===== src/rtl/ex_result_router.sv =====
// ex_result_router: routes one EX result to one of 10 consumers through a
// two-entry elastic buffer (head register + skid register). The head entry
// drives the shared out_data and a one-hot out_valid; entries leave in FIFO order.
// Optional feature macro: ROUTER_STATS_EN adds stat_xfer/stat_err counters.
module ex_result_router #(
    parameter int WIDTH = 32,
    parameter int CNT_W = 16
) (
    input  logic             clk,
    input  logic             rst,
    input  logic             in_valid,
    output logic             in_ready,
    input  logic [WIDTH-1:0] in_data,
    input  logic [3:0]       in_sel,
    output logic [WIDTH-1:0] out_data,
    output logic [9:0]       out_valid,
    input  logic [9:0]       out_ready,
    output logic             err
`ifdef ROUTER_STATS_EN
    ,
    output logic [CNT_W-1:0] stat_xfer,
    output logic [CNT_W-1:0] stat_err
`endif
);

    typedef enum logic [1:0] {
        EMPTY = 2'd0,
        ONE   = 2'd1,
        TWO   = 2'd2
    } state_t;

    state_t           state_q;
    logic             in_ready_q;
    logic [9:0]       out_valid_q;
    logic [WIDTH-1:0] head_data_q;
    logic [9:0]       skid_dest_q;
    logic [WIDTH-1:0] skid_data_q;
    logic             err_q;

    logic [9:0]       dec_dest;
    logic [WIDTH-1:0] dec_data;
    logic             dec_legal;
    logic             accept;
    logic             acc_legal;
    logic             deliver;

    assign accept    = in_valid & in_ready_q;
    assign acc_legal = accept & dec_legal;
    // Only the bit addressed by the head entry can complete a delivery.
    assign deliver   = |(out_valid_q & out_ready);

    // Decode destination code into a one-hot target and the value to store;
    // dest8/dest9 are 1-bit sinks so only bit 0 of the result is kept.
    always_comb begin
        dec_dest  = 10'd0;
        dec_data  = in_data;
        dec_legal = 1'b1;
        case (in_sel)
            4'd0, 4'd1: dec_dest = 10'b00_0000_0001;
            4'd2, 4'd3, 4'd4, 4'd5, 4'd6, 4'd7, 4'd8:
                dec_dest = 10'b00_0000_0001 << (in_sel - 4'd1);
            4'd9: begin
                dec_dest = 10'b01_0000_0000;
                dec_data = {{(WIDTH-1){1'b0}}, in_data[0]};
            end
            4'd10: begin
                dec_dest = 10'b10_0000_0000;
                dec_data = {{(WIDTH-1){1'b0}}, in_data[0]};
            end
            default: dec_legal = 1'b0;
        endcase
    end

    // Buffer FSM with registered handshake outputs; illegal codes complete the
    // handshake but only raise err, leaving the buffer untouched.
    always_ff @(posedge clk) begin
        if (rst) begin
            state_q     <= EMPTY;
            in_ready_q  <= 1'b1;
            out_valid_q <= 10'd0;
            head_data_q <= '0;
            skid_dest_q <= 10'd0;
            skid_data_q <= '0;
            err_q       <= 1'b0;
        end else begin
            err_q <= accept & ~dec_legal;
            case (state_q)
                EMPTY: begin
                    if (acc_legal) begin
                        out_valid_q <= dec_dest;
                        head_data_q <= dec_data;
                        state_q     <= ONE;
                    end
                end
                ONE: begin
                    if (acc_legal && !deliver) begin
                        skid_dest_q <= dec_dest;
                        skid_data_q <= dec_data;
                        in_ready_q  <= 1'b0;
                        state_q     <= TWO;
                    end else if (acc_legal && deliver) begin
                        out_valid_q <= dec_dest;
                        head_data_q <= dec_data;
                    end else if (deliver) begin
                        out_valid_q <= 10'd0;
                        state_q     <= EMPTY;
                    end
                end
                TWO: begin
                    if (deliver) begin
                        out_valid_q <= skid_dest_q;
                        head_data_q <= skid_data_q;
                        in_ready_q  <= 1'b1;
                        state_q     <= ONE;
                    end
                end
                default: begin
                    state_q     <= EMPTY;
                    in_ready_q  <= 1'b1;
                    out_valid_q <= 10'd0;
                end
            endcase
        end
    end

    assign in_ready  = in_ready_q;
    assign out_valid = out_valid_q;
    assign out_data  = head_data_q;
    assign err       = err_q;

`ifdef ROUTER_STATS_EN
    logic [CNT_W-1:0] stat_xfer_q;
    logic [CNT_W-1:0] stat_err_q;

    // Free-running wrap-around counters of deliveries and dropped illegal codes.
    always_ff @(posedge clk) begin
        if (rst) begin
            stat_xfer_q <= '0;
            stat_err_q  <= '0;
        end else begin
            if (deliver)
                stat_xfer_q <= stat_xfer_q + 1'b1;
            if (accept && !dec_legal)
                stat_err_q <= stat_err_q + 1'b1;
        end
    end

    assign stat_xfer = stat_xfer_q;
    assign stat_err  = stat_err_q;
`endif

endmodule


===== config.mk =====
export PLATFORM = sky130hd
export DESIGN_NAME = ex_result_router
export DESIGN_NICKNAME = d
export VERILOG_FILES = /design/src/rtl/ex_result_router.sv
export SDC_FILE = /design/constraint.sdc
export NUM_CORES = 1
export LEC_CHECK = 0
export ABC_AREA = 0
export CORE_UTILIZATION = 40
export CTS_CLUSTER_SIZE = 40
export DETAILED_ROUTE_END_ITERATION = 8
export PLACE_DENSITY = 0.74
export SLEW_MARGIN = 5
export SYNTH_ARGS = -nofsm -noshare
export SYNTH_HDL_FRONTEND = slang
export SYNTH_SLANG_ARGS = --single-unit

===== constraint.sdc =====
create_clock -name clk -period 2.2 [get_ports clk]
set_input_delay 0.22 -clock clk [delete_from_list [all_inputs] [get_ports clk]]
set_output_delay 0.22 -clock clk [all_outputs]
set_load 0.01 [all_outputs]

# ---- After elaboration in Yosys (flattened, before gate mapping)
# Cells that the tools add are included.
dict set report op_classes {
  mul 0
  mux 23
  n_eq_ne 20
  bitwise_logic 6
  div_mod_pow 0
  n_reduce_logical 16
  n_shift 1
  order_cmp 0
  add_sub_neg 1
}
# cell count
set op_table {}
lappend op_table {{32-bit 2-to-1 mux} 5}
lappend op_table {{32-bit case mux with 3 select lines} 1}
lappend op_table {{10-bit 2-to-1 mux} 5}
lappend op_table {{10-bit case mux with 4 select lines} 1}
lappend op_table {{10-bit case mux with 3 select lines} 1}
lappend op_table {{4-bit by 3-bit equality test with 1-bit output, second input constant} 4}
lappend op_table {{4-bit equality test, second input constant} 3}
lappend op_table {{11-bit OR reduction} 1}
lappend op_table {{10-bit AND} 1}
lappend op_table {{2-bit 2-to-1 mux} 5}
lappend op_table {{2-bit inequality test, second input constant} 5}
lappend op_table {{10-bit OR reduction} 1}
lappend op_table {{1-bit by 4-bit << shifter with 10-bit output, first input constant} 1}
lappend op_table {{3-bit inequality test, second input constant} 3}
lappend op_table {{4-bit by 2-bit equality test with 1-bit output, second input constant} 2}
lappend op_table {{4-bit AND reduction} 2}
lappend op_table {{7-bit OR reduction} 1}
lappend op_table {{2-bit case mux with 3 select lines} 1}
lappend op_table {{5-bit AND reduction} 1}
lappend op_table {{4-bit by 1-bit equality test with 1-bit output, second input constant} 1}
lappend op_table {{4-bit logical NOT} 1}
lappend op_table {{2-bit OR reduction} 2}
lappend op_table {{4-bit by 1-bit subtractor with 4-bit output, second input constant} 1}
lappend op_table {{1-bit AND} 3}
lappend op_table {{other kinds (11)} 15}
dict set report word_totals {
  out_inout_bits 44
  ramBits 0
  latchBits 0
  rom_bits 0
  reg_bits 88
  memories 0
  elab_cells 74
}

# ---- Longest topological paths before layout
# Gate-level depths: netlist (run 1).
dict set report logic_depth {
  depth_word 8
  mapped_depth 8
}

# ---- Worst setup path before layout (run 1)
# OpenSTA, ideal clock, no wires.
dict set report synth_timing {
  path_kind {register to register}
  from {register out_valid_q[2] (netlist: out_valid[2])}
  to {register head_data_q[10] (netlist: out_data[10])}
  stages_incl_launch_ff 8
  path_buffers 2
  setup_ns 0.132
  path_slack_ns 0.520
  t_required_ns 2.068
  arrival_ns 1.548
  synth_period_minus_slack_ns 1.680
  path_cell_list {dfxtp_1 a22oi_1 nand2_1 o21ai_1 buf_2 buf_2 a22o_1 a21oi_1}
}
dict set report synth_via {
  elab_chain_cells 6
}
# item line_no
set synth_rtl {}
lappend synth_rtl {{start: declaration} 34} ;# logic [9:0] out_valid_q;
lappend synth_rtl {{start signal: assignment} 90} ;# out_valid_q <= dec_dest;
lappend synth_rtl {{start signal: assignment} 102} ;# out_valid_q <= dec_dest;
lappend synth_rtl {{start signal: assignment} 111} ;# out_valid_q <= skid_dest_q;
lappend synth_rtl {{10-bit AND (*)} 50} ;# assign deliver = |(out_valid_q & out_ready);
lappend synth_rtl {{10-bit OR reduction (*)} 50}
lappend synth_rtl {{1-bit logical NOT} 96} ;# if (acc_legal && !deliver) begin
lappend synth_rtl {{1-bit logical AND} 96}
lappend synth_rtl {{2-bit inequality test (no source line)} --}
lappend synth_rtl {{5-bit AND reduction (no source line) (*)} --}
lappend synth_rtl {{end signal: assignment} 91} ;# head_data_q <= dec_data;
lappend synth_rtl {{end signal: assignment} 103} ;# head_data_q <= dec_data;
lappend synth_rtl {{end signal: assignment} 112} ;# head_data_q <= skid_data_q;
lappend synth_rtl {{end: declaration} 35} ;# logic [WIDTH-1:0] head_data_q;
# Every way passes the cells marked *; elsewhere a longest branch is shown, timed or not.
# A chain may end at the register's enable or synchronous reset.

# ---- Final worst setup path (run 1)
dict set report layout_timing {
  from {register out_valid_q[6] (netlist: out_valid[6])}
  to {register head_data_q[24] (netlist: out_data[24])}
}
# The elaborated chain is that of the path after synthesis.

==> load_flow_metrics.sql, run 1 <==
INSERT INTO impl_metrics (metric_group, metric, value, unit) VALUES
('outcome', 'run_status', 'finished, final reports clean', ''),
('timing', 'timing_hold_violations_final', '0', ''),
('timing', 'finalCriticalPeriod', '1.90', 'ns'),
('grt', 'grt_pass1_vias', '4140', ''),
('synthesis', 'synth_enable_flop_cells', '0', ''),
('routing', 'antenna_violating_nets_remaining', '0', ''),
('worst_setup_path', 'worstPathBufferInverterCount', '1', ''),
('pwr', 'power_per_unit_of_standard_cell_area', '682', 'nW/µm²'),
('timing', 'unrepaired_setup_endpoints_after_global_routing', 'no', ''),
('floorplanning', 'pin_count', '93', ''),
('clocking', 'clock-sinks', '88', ''),
('synthesis', 'dominant_combinational_cell_family_by_area_after_synthesis', 'simple AND/OR/NAND/NOR gates', ''),
('finish', 'design_area', '5730', 'µm²'),
('clocking', 'post_cts.resized_instances', '0', ''),
('synthesis', 'synth_simple_gate_area_frac', '0.273', ''),
('grt', 'groute.usage.overall', '0.223', ''),
('worst_setup_path', 'timing.critical_path.cells', 'a22oi_1 -> nand3_1 -> o21ai_4 -> buf_12 -> a22o_1 -> a21oi_1', ''),
('routing', 'drt-wirelength-per-cell', '15.6', 'µm'),
('timing', 'worst_slew_margin_rel', '0.623', ''),
('timing', 'setup_viol_count_final', '0', ''),
('finish', 'instances_no_fill', '773', ''),
('synthesis', 'synth_area', '4260', 'µm²'),
('worst_setup_path', 'r2r-start', 'out_valid[6]', ''),
('placed_design', 'place.gp.congestion', '0.888', ''),
('worst_setup_path', 'timing.critical_path.slowest_stage_cell', 'sky130_fd_sc_hd__dfxtp_1', ''),
('worst_setup_path', 'startpoint_type', 'flop', ''),
('clocking', 'cts_hold_repair.buffers', '0', ''),
('finish', 'final_common_cell', 'sky130_fd_sc_hd__nand3_1', ''),
('placed_design', 'placed_cells', '757', ''),
('worst_setup_path', 'critPathCapture', 'out_data[24]', ''),
('synthesis', 'synth_mux_area_frac', '0', ''),
('synthesis', 'synth_flop_cell', 'sky130_fd_sc_hd__dfxtp_1', ''),
('worst_setup_path', 'timing.critical_path.slowest_cell_delay', '0.36', 'ns'),
('synthesis', 'synthesis.yosys.warnings', '0', ''),
('pwr', 'netSwitchingPower', '1040', 'µW'),
('finish', 'area_growth_syn_to_layout', '34.3', '%'),
('grt', 'largest_net_degree_at_the_start_of_global_routing', '74', ''),
('synthesis', 'postSynthRegisterBits', '88', ''),
('clocking', 'cts_max_path_buffers', '2', ''),
('grt', 'overflow', '0', ''),
('floorplanning', 'design.core.area', '10300', 'µm²'),
('placed_design', 'placement.cell_area', '5480', 'µm²'),
('synthesis', 'synth-xor-area-share', '0', ''),
('grt', 'wire_length_of_the_first_global_routing_pass', '20300', 'µm'),
('timing', 'skew', '0.0137', 'ns'),
('worst_setup_path', 'cp_data_arrival_time', '2.13', 'ns'),
('floorplanning', 'initial_utilization', '0.413', ''),
('clocking', 'path_clk_slew', '0.09', 'ns'),
('clocking', 'cts-buffers-inserted', '9', ''),
('clocking', 'clk_root_buffer_cell', 'sky130_fd_sc_hd__clkbuf_8', ''),
('finish', 'post_route_cells_drive_above_1_share', '0.105', ''),
('finish', 'mostFrequentLayoutCells', '99 x sky130_fd_sc_hd__nand3_1, 91 x sky130_fd_sc_hd__clkdlybuf4s50_1, 89 x sky130_fd_sc_hd__nand2_1', ''),
('pwr', 'net_switching_share_of_the_total_power', '0.267', ''),
('worst_setup_path', 'setup.worst_path.start', 'out_valid[6]', ''),
('clocking', 'postCtsSetupRepairBufs', '0', ''),
('routing', 'routed_wl', '12100', 'µm'),
('floorplanning', 'placementRows', '37', ''),
('placed_design', 'io_buffers', '92', ''),
('routing', 'drt_first_pass_iters', '5', ''),
('worst_setup_path', 'r2r_slack', '0.30', 'ns'),
('pwr', 'power_frac_seq', '0.445', ''),
('pwr', 'leakagePower', '0.00194', 'µW'),
('timing', 'tns', '0', 'ns'),
('timing', 'final_max_slew_viol_count', '0', ''),
('routing', 'routed_vias', '4429', ''),
('worst_setup_path', 'timing.critical_path.depth', '6', ''),
('synthesis', 'synth-compound-area-share', '0.251', ''),
('worst_setup_path', 'worstRegToRegCells', '6', ''),
('floorplanning', 'die_h', '105', 'µm'),
('worst_setup_path', 'rr_endpoint', 'out_data[24]', ''),
('routing', 'drc', '0', '');
Yosys cell counts, types with 3 or more instances:
| master | count |
|---|---|
| sky130_fd_sc_hd__nand3b_1 | 7 |
| sky130_fd_sc_hd__nor2_1 | 3 |
| sky130_fd_sc_hd__and3_1 | 3 |
| sky130_fd_sc_hd__nor3_1 | 7 |
| sky130_fd_sc_hd__or4_1 | 3 |
| sky130_fd_sc_hd__nand3_1 | 99 |
| sky130_fd_sc_hd__dfxtp_1 | 88 |
| sky130_fd_sc_hd__o21ai_0 | 4 |
| sky130_fd_sc_hd__nor4_1 | 3 |
| sky130_fd_sc_hd__a31oi_1 | 6 |
| sky130_fd_sc_hd__or3_1 | 7 |
| sky130_fd_sc_hd__nand2_1 | 89 |
| sky130_fd_sc_hd__o211ai_1 | 7 |
| sky130_fd_sc_hd__nor2b_1 | 3 |
| sky130_fd_sc_hd__clkbuf_1 | 38 |
| sky130_fd_sc_hd__o22a_1 | 3 |
| sky130_fd_sc_hd__buf_2 | 18 |
| sky130_fd_sc_hd__nand2b_1 | 6 |
| sky130_fd_sc_hd__a22oi_1 | 5 |
| sky130_fd_sc_hd__a31o_2 | 6 |
| sky130_fd_sc_hd__a22o_1 | 32 |
| sky130_fd_sc_hd__a21oi_1 | 83 |
| sky130_fd_sc_hd__o31ai_1 | 4 |
| sky130_fd_sc_hd__buf_4 | 5 |
| sky130_fd_sc_hd__nand4_1 | 7 |
stage by stage:
stage / power [µW] / setup WS [ns] / utilization
2_1_floorplan: 2190 / 0.520 / -
3_3_place_gp: 2560 / 0.0659 / 0.531
3_5_place_dp: 2580 / 0.0150 / 0.531
4_1_cts: 3930 / 0.330 / 0.555
5_1_grt: 4080 / 0.129 / 0.555
6_report: 3900 / 0.299 / 0.555
power groups by stage:
stage / logic (µW) / clock network [µW] / registers (µW)
2_1_floorplan: 414 / 0 / 1780
3_3_place_gp: 788 / 0 / 1770
3_5_place_dp: 801 / 0 / 1770
4_1_cts: 805 / 1390 / 1740
5_1_grt: 872 / 1460 / 1750
6_report: 806 / 1360 / 1740
per-layer routing:
layer  track usage  vias to the layer above  routed length (µm)
met5             0                        -                   0
met4        0.0573                        0                 127
met3        0.0359                       12                 613
met2         0.383                      151                6010
met1         0.292                     2097                5320
li1              -                     2169                   -
cell families after synthesis:
logic type | count (synthesis)
AOI/OAI and AO/OA | 163
DFF | 88
buffers and inverters | 61
and+or+nand+nor | 241
sequential cells by signal, summed over array words and instances, names as in the netlist:
signal / cells
skid_dest_q: 10
skid_data_q: 32
in_ready: 1
out_data: 32
err: 1
state_q: 2
out_valid: 10
worst min path at each step:
| stage | cells past startpoint | slack, ns | to |
|---|---|---|---|
| floorplan | 2 | 0.36 | skid_data_q[0] |
| global placement | 2 | 0.44 | skid_dest_q[7] |
| detailed placement | 2 | 0.45 | skid_data_q[17] |
| CTS | 2 | 0.30 | skid_dest_q[9] |
| global route | 2 | 0.31 | skid_dest_q[9] |
| finish | 2 | 0.31 | skid_dest_q[9] |
layout make-up:
| cell class | count | area [µm²] |
|---|---|---|
| tap | 136 | 170 |
| timing repair buffer | 129 | 1290 |
| clock buffer | 11 | 141 |
| sequential | 88 | 1760 |
| fill | 963 | 4600 |
| multi-input combinational | 404 | 2250 |
| clock inverter | 5 | 104 |
Power figures use the tool's default switching activity.
==> inputs of run 2 (changes only) <==
--- a/config.mk
+++ b/config.mk
@@ -10,7 +10,6 @@
 export CTS_CLUSTER_SIZE = 40
 export DETAILED_ROUTE_END_ITERATION = 8
 export PLACE_DENSITY = 0.74
-export SLEW_MARGIN = 5
 export SYNTH_ARGS = -nofsm -noshare
 export SYNTH_HDL_FRONTEND = slang
 export SYNTH_SLANG_ARGS = --single-unit
==> results of run 2 <==
Same layout as run 1: the final DEF is identical, and so are final timing and power.
==> inputs of run 3 (changes only) <==
--- a/config.mk
+++ b/config.mk
@@ -10,6 +10,8 @@
 export CTS_CLUSTER_SIZE = 40
 export DETAILED_ROUTE_END_ITERATION = 8
 export PLACE_DENSITY = 0.74
+export RECOVER_POWER = 100
 export SYNTH_ARGS = -nofsm -noshare
 export SYNTH_HDL_FRONTEND = slang
 export SYNTH_SLANG_ARGS = --single-unit
+export TNS_END_PERCENT = 10
==> load_flow_metrics.sql, run 3 (synthesized netlist as in run 1, its figures left out) <==
INSERT INTO impl_metrics (metric_group, metric, value, unit) VALUES
('outcome', 'run_status', 'finished, final reports clean', ''),
('routing', 'drc', '0', ''),
('clocking', 'path_clk_slew', '0.09', 'ns'),
('grt', 'antenna_found_initial', '0', ''),
('worst_setup_path', 'timing.critical_path.slowest_stage_cell', 'sky130_fd_sc_hd__or3_1', ''),
('floorplanning', 'initial_utilization', '0.413', ''),
('timing', 'final_min_period_over_clock_period', '0.882', ''),
('pwr', 'irDropWorstVdd', '0.000356', 'V'),
('clocking', 'clock-sinks', '88', ''),
('routing', 'drt-wirelength-per-cell', '15.6', 'µm'),
('timing', 'finalCriticalPeriod', '1.94', 'ns'),
('routing', 'routed_vias', '4423', ''),
('floorplanning', 'chipWidth', '105', 'µm'),
('grt', 'groute.usage.overall', '0.223', ''),
('pwr', 'power_per_unit_of_standard_cell_area', '680', 'nW/µm²'),
('timing', 'unrepaired_setup_endpoints_after_global_routing', 'no', ''),
('timing', 'max_freq', '0.515', 'GHz'),
('worst_setup_path', 'cp_top_family', 'simple AND/OR/NAND/NOR gates', ''),
('worst_setup_path', 'timing.critical_path.cells', 'a22oi_1 -> and3_1 -> nand3_1 -> clkbuf_1 -> or3_1 -> a21oi_1', ''),
('timing', 'final_max_slew_viol_count', '0', ''),
('grt', 'overflow', '0', ''),
('placed_design', 'place.gp.congestion', '0.888', ''),
('floorplanning', 'die_area', '11100', 'µm²'),
('routing', 'avgViaCountPerCell', '5.72', ''),
('clocking', 'clk_root_buffer_cell', 'sky130_fd_sc_hd__clkbuf_8', ''),
('clocking', 'cts-buffers-inserted', '9', ''),
('routing', 'routed_wl', '12100', 'µm'),
('finish', 'post_route_cells_drive_above_1_share', '0.0958', ''),
('clocking', 'post_cts.resized_instances', '0', ''),
('worst_setup_path', 'timing.critical_path.slowest_cell_delay', '0.38', 'ns'),
('worst_setup_path', 'worstPathBufferInverterCount', '1', ''),
('grt', 'largest_net_degree_at_the_start_of_global_routing', '74', ''),
('clocking', 'cts_max_path_buffers', '2', ''),
('timing', 'setup_viol_count_final', '0', ''),
('finish', 'antenna_cells', '0', ''),
('grt', 'grt_pass1_vias', '4140', ''),
('finish', 'area_growth_syn_to_layout', '33.5', '%'),
('timing', 'fin_hold_ws', '0.317', 'ns'),
('worst_setup_path', 'startpoint_type', 'flop', ''),
('timing', 'tns', '0', 'ns'),
('worst_setup_path', 'timing.setup.critical_path_class', 'flop to flop', ''),
('floorplanning', 'design.core.area', '10300', 'µm²'),
('flow_run', 'cap_viol_max_count', '0', ''),
('routing', 'drt_first_pass_iters', '5', ''),
('pwr', 'leakagePower', '0.00205', 'µW'),
('floorplanning', 'die_h', '105', 'µm'),
('grt', 'wire_length_of_the_first_global_routing_pass', '20300', 'µm'),
('finish', 'final_common_cell', 'sky130_fd_sc_hd__nand3_1', ''),
('timing', 'timing_hold_violations_final', '0', ''),
('timing', 'worst_pin_slew', '0.568', 'ns'),
('finish', 'nets', '681', ''),
('clocking', 'cts_tree', 'yes', ''),
('floorplanning', 'pin_count', '93', ''),
('placed_design', 'place_hpwl', '8030', 'µm'),
('finish', 'mostFrequentLayoutCells', '100 x sky130_fd_sc_hd__nand3_1, 89 x sky130_fd_sc_hd__nand2_1, 88 x sky130_fd_sc_hd__dfxtp_1', ''),
('min_path', 'hold_class', 'primary input to flop', ''),
('worst_setup_path', 'crit_required', '2.48', 'ns'),
('worst_setup_path', 'worst-path-max-fanout', '7', ''),
('placed_design', 'io_buffers', '92', ''),
('clocking', 'insertion_delay', '0.35', 'ns'),
('routing', 'detailedRoute.firstIterationViolations', '298', ''),
('clocking', 'cts_hold_repair.buffers', '0', ''),
('worst_setup_path', 'cp_data_arrival_time', '2.22', 'ns'),
('timing', 'worst_slew_margin_rel', '0.621', ''),
('worst_setup_path', 'endpoint_kind', 'flop', ''),
('timing', 'skew', '0.0121', 'ns'),
('clocking', 'postCtsSetupRepairBufs', '0', ''),
('clocking', 'number_of_h_tree_levels', '3', ''),
('routing', 'antenna_violating_nets_remaining', '0', ''),
('floorplanning', 'placementRows', '37', '');
## run 3: cell types whose count changed in the layout (fill, tap and decap cells not counted), sizes merged
cell           change
clkdlybuf4s50     -44
dlygate4sd3       +44
buf                -6
clkbuf             +6
## run 3: path summary, 6_finish.rpt
path	cells past startpoint	slack, ns	start	endpoint
max	6	0.26	out_valid[2]	skid_dest_q[4]
min	2	0.32	rst	skid_dest_q[9]
max reg2reg	6	0.26	out_valid[2]	skid_dest_q[4]
min reg2reg	2	0.46	skid_data_q[4]	skid_data_q[4]
## run 3: cell type report
class | instances | area (µm²)
Multi-Input combinational cell | 404 | 2240
Fill cell | 969 | 4630
Sequential cell | 88 | 1760
Clock inverter | 5 | 104
Timing Repair Buffer | 129 | 1270
Clock buffer | 11 | 141
Tap cell | 136 | 170
## run 3: power breakdown
group	total (µW)	internal, µW	switching (µW)
Sequential	1730	1680	59.2
Clock	1360	787	577
Combinational	772	368	404
Total	3870	2830	1040
## run 3: stage by stage
| step | std cells | setup slack [ns] | area [µm²] | util | power [µW] |
|---|---|---|---|---|---|
| detailed placement | 757 | 0.0150 | 5480 | 0.531 | 2580 |
| global route | 773 | 0.126 | 5690 | 0.551 | 4050 |
| global placement | 757 | 0.0659 | 5480 | 0.531 | 2560 |
| finish | 773 | 0.259 | 5690 | 0.551 | 3870 |
| CTS | 773 | 0.330 | 5730 | 0.555 | 3930 |
| floorplan | 553 | 0.520 | 4260 | - | 2190 |
## run 3: routing by layer
| layer | vias to the layer above | routed length (µm) | track usage |
|---|---|---|---|
| li1 | 2168 | - | - |
| met1 | 2075 | 5270 | 0.292 |
| met2 | 167 | 6020 | 0.383 |
| met3 | 13 | 650 | 0.0359 |
| met4 | 0 | 133 | 0.0573 |
| met5 | - | 0 | 0 |
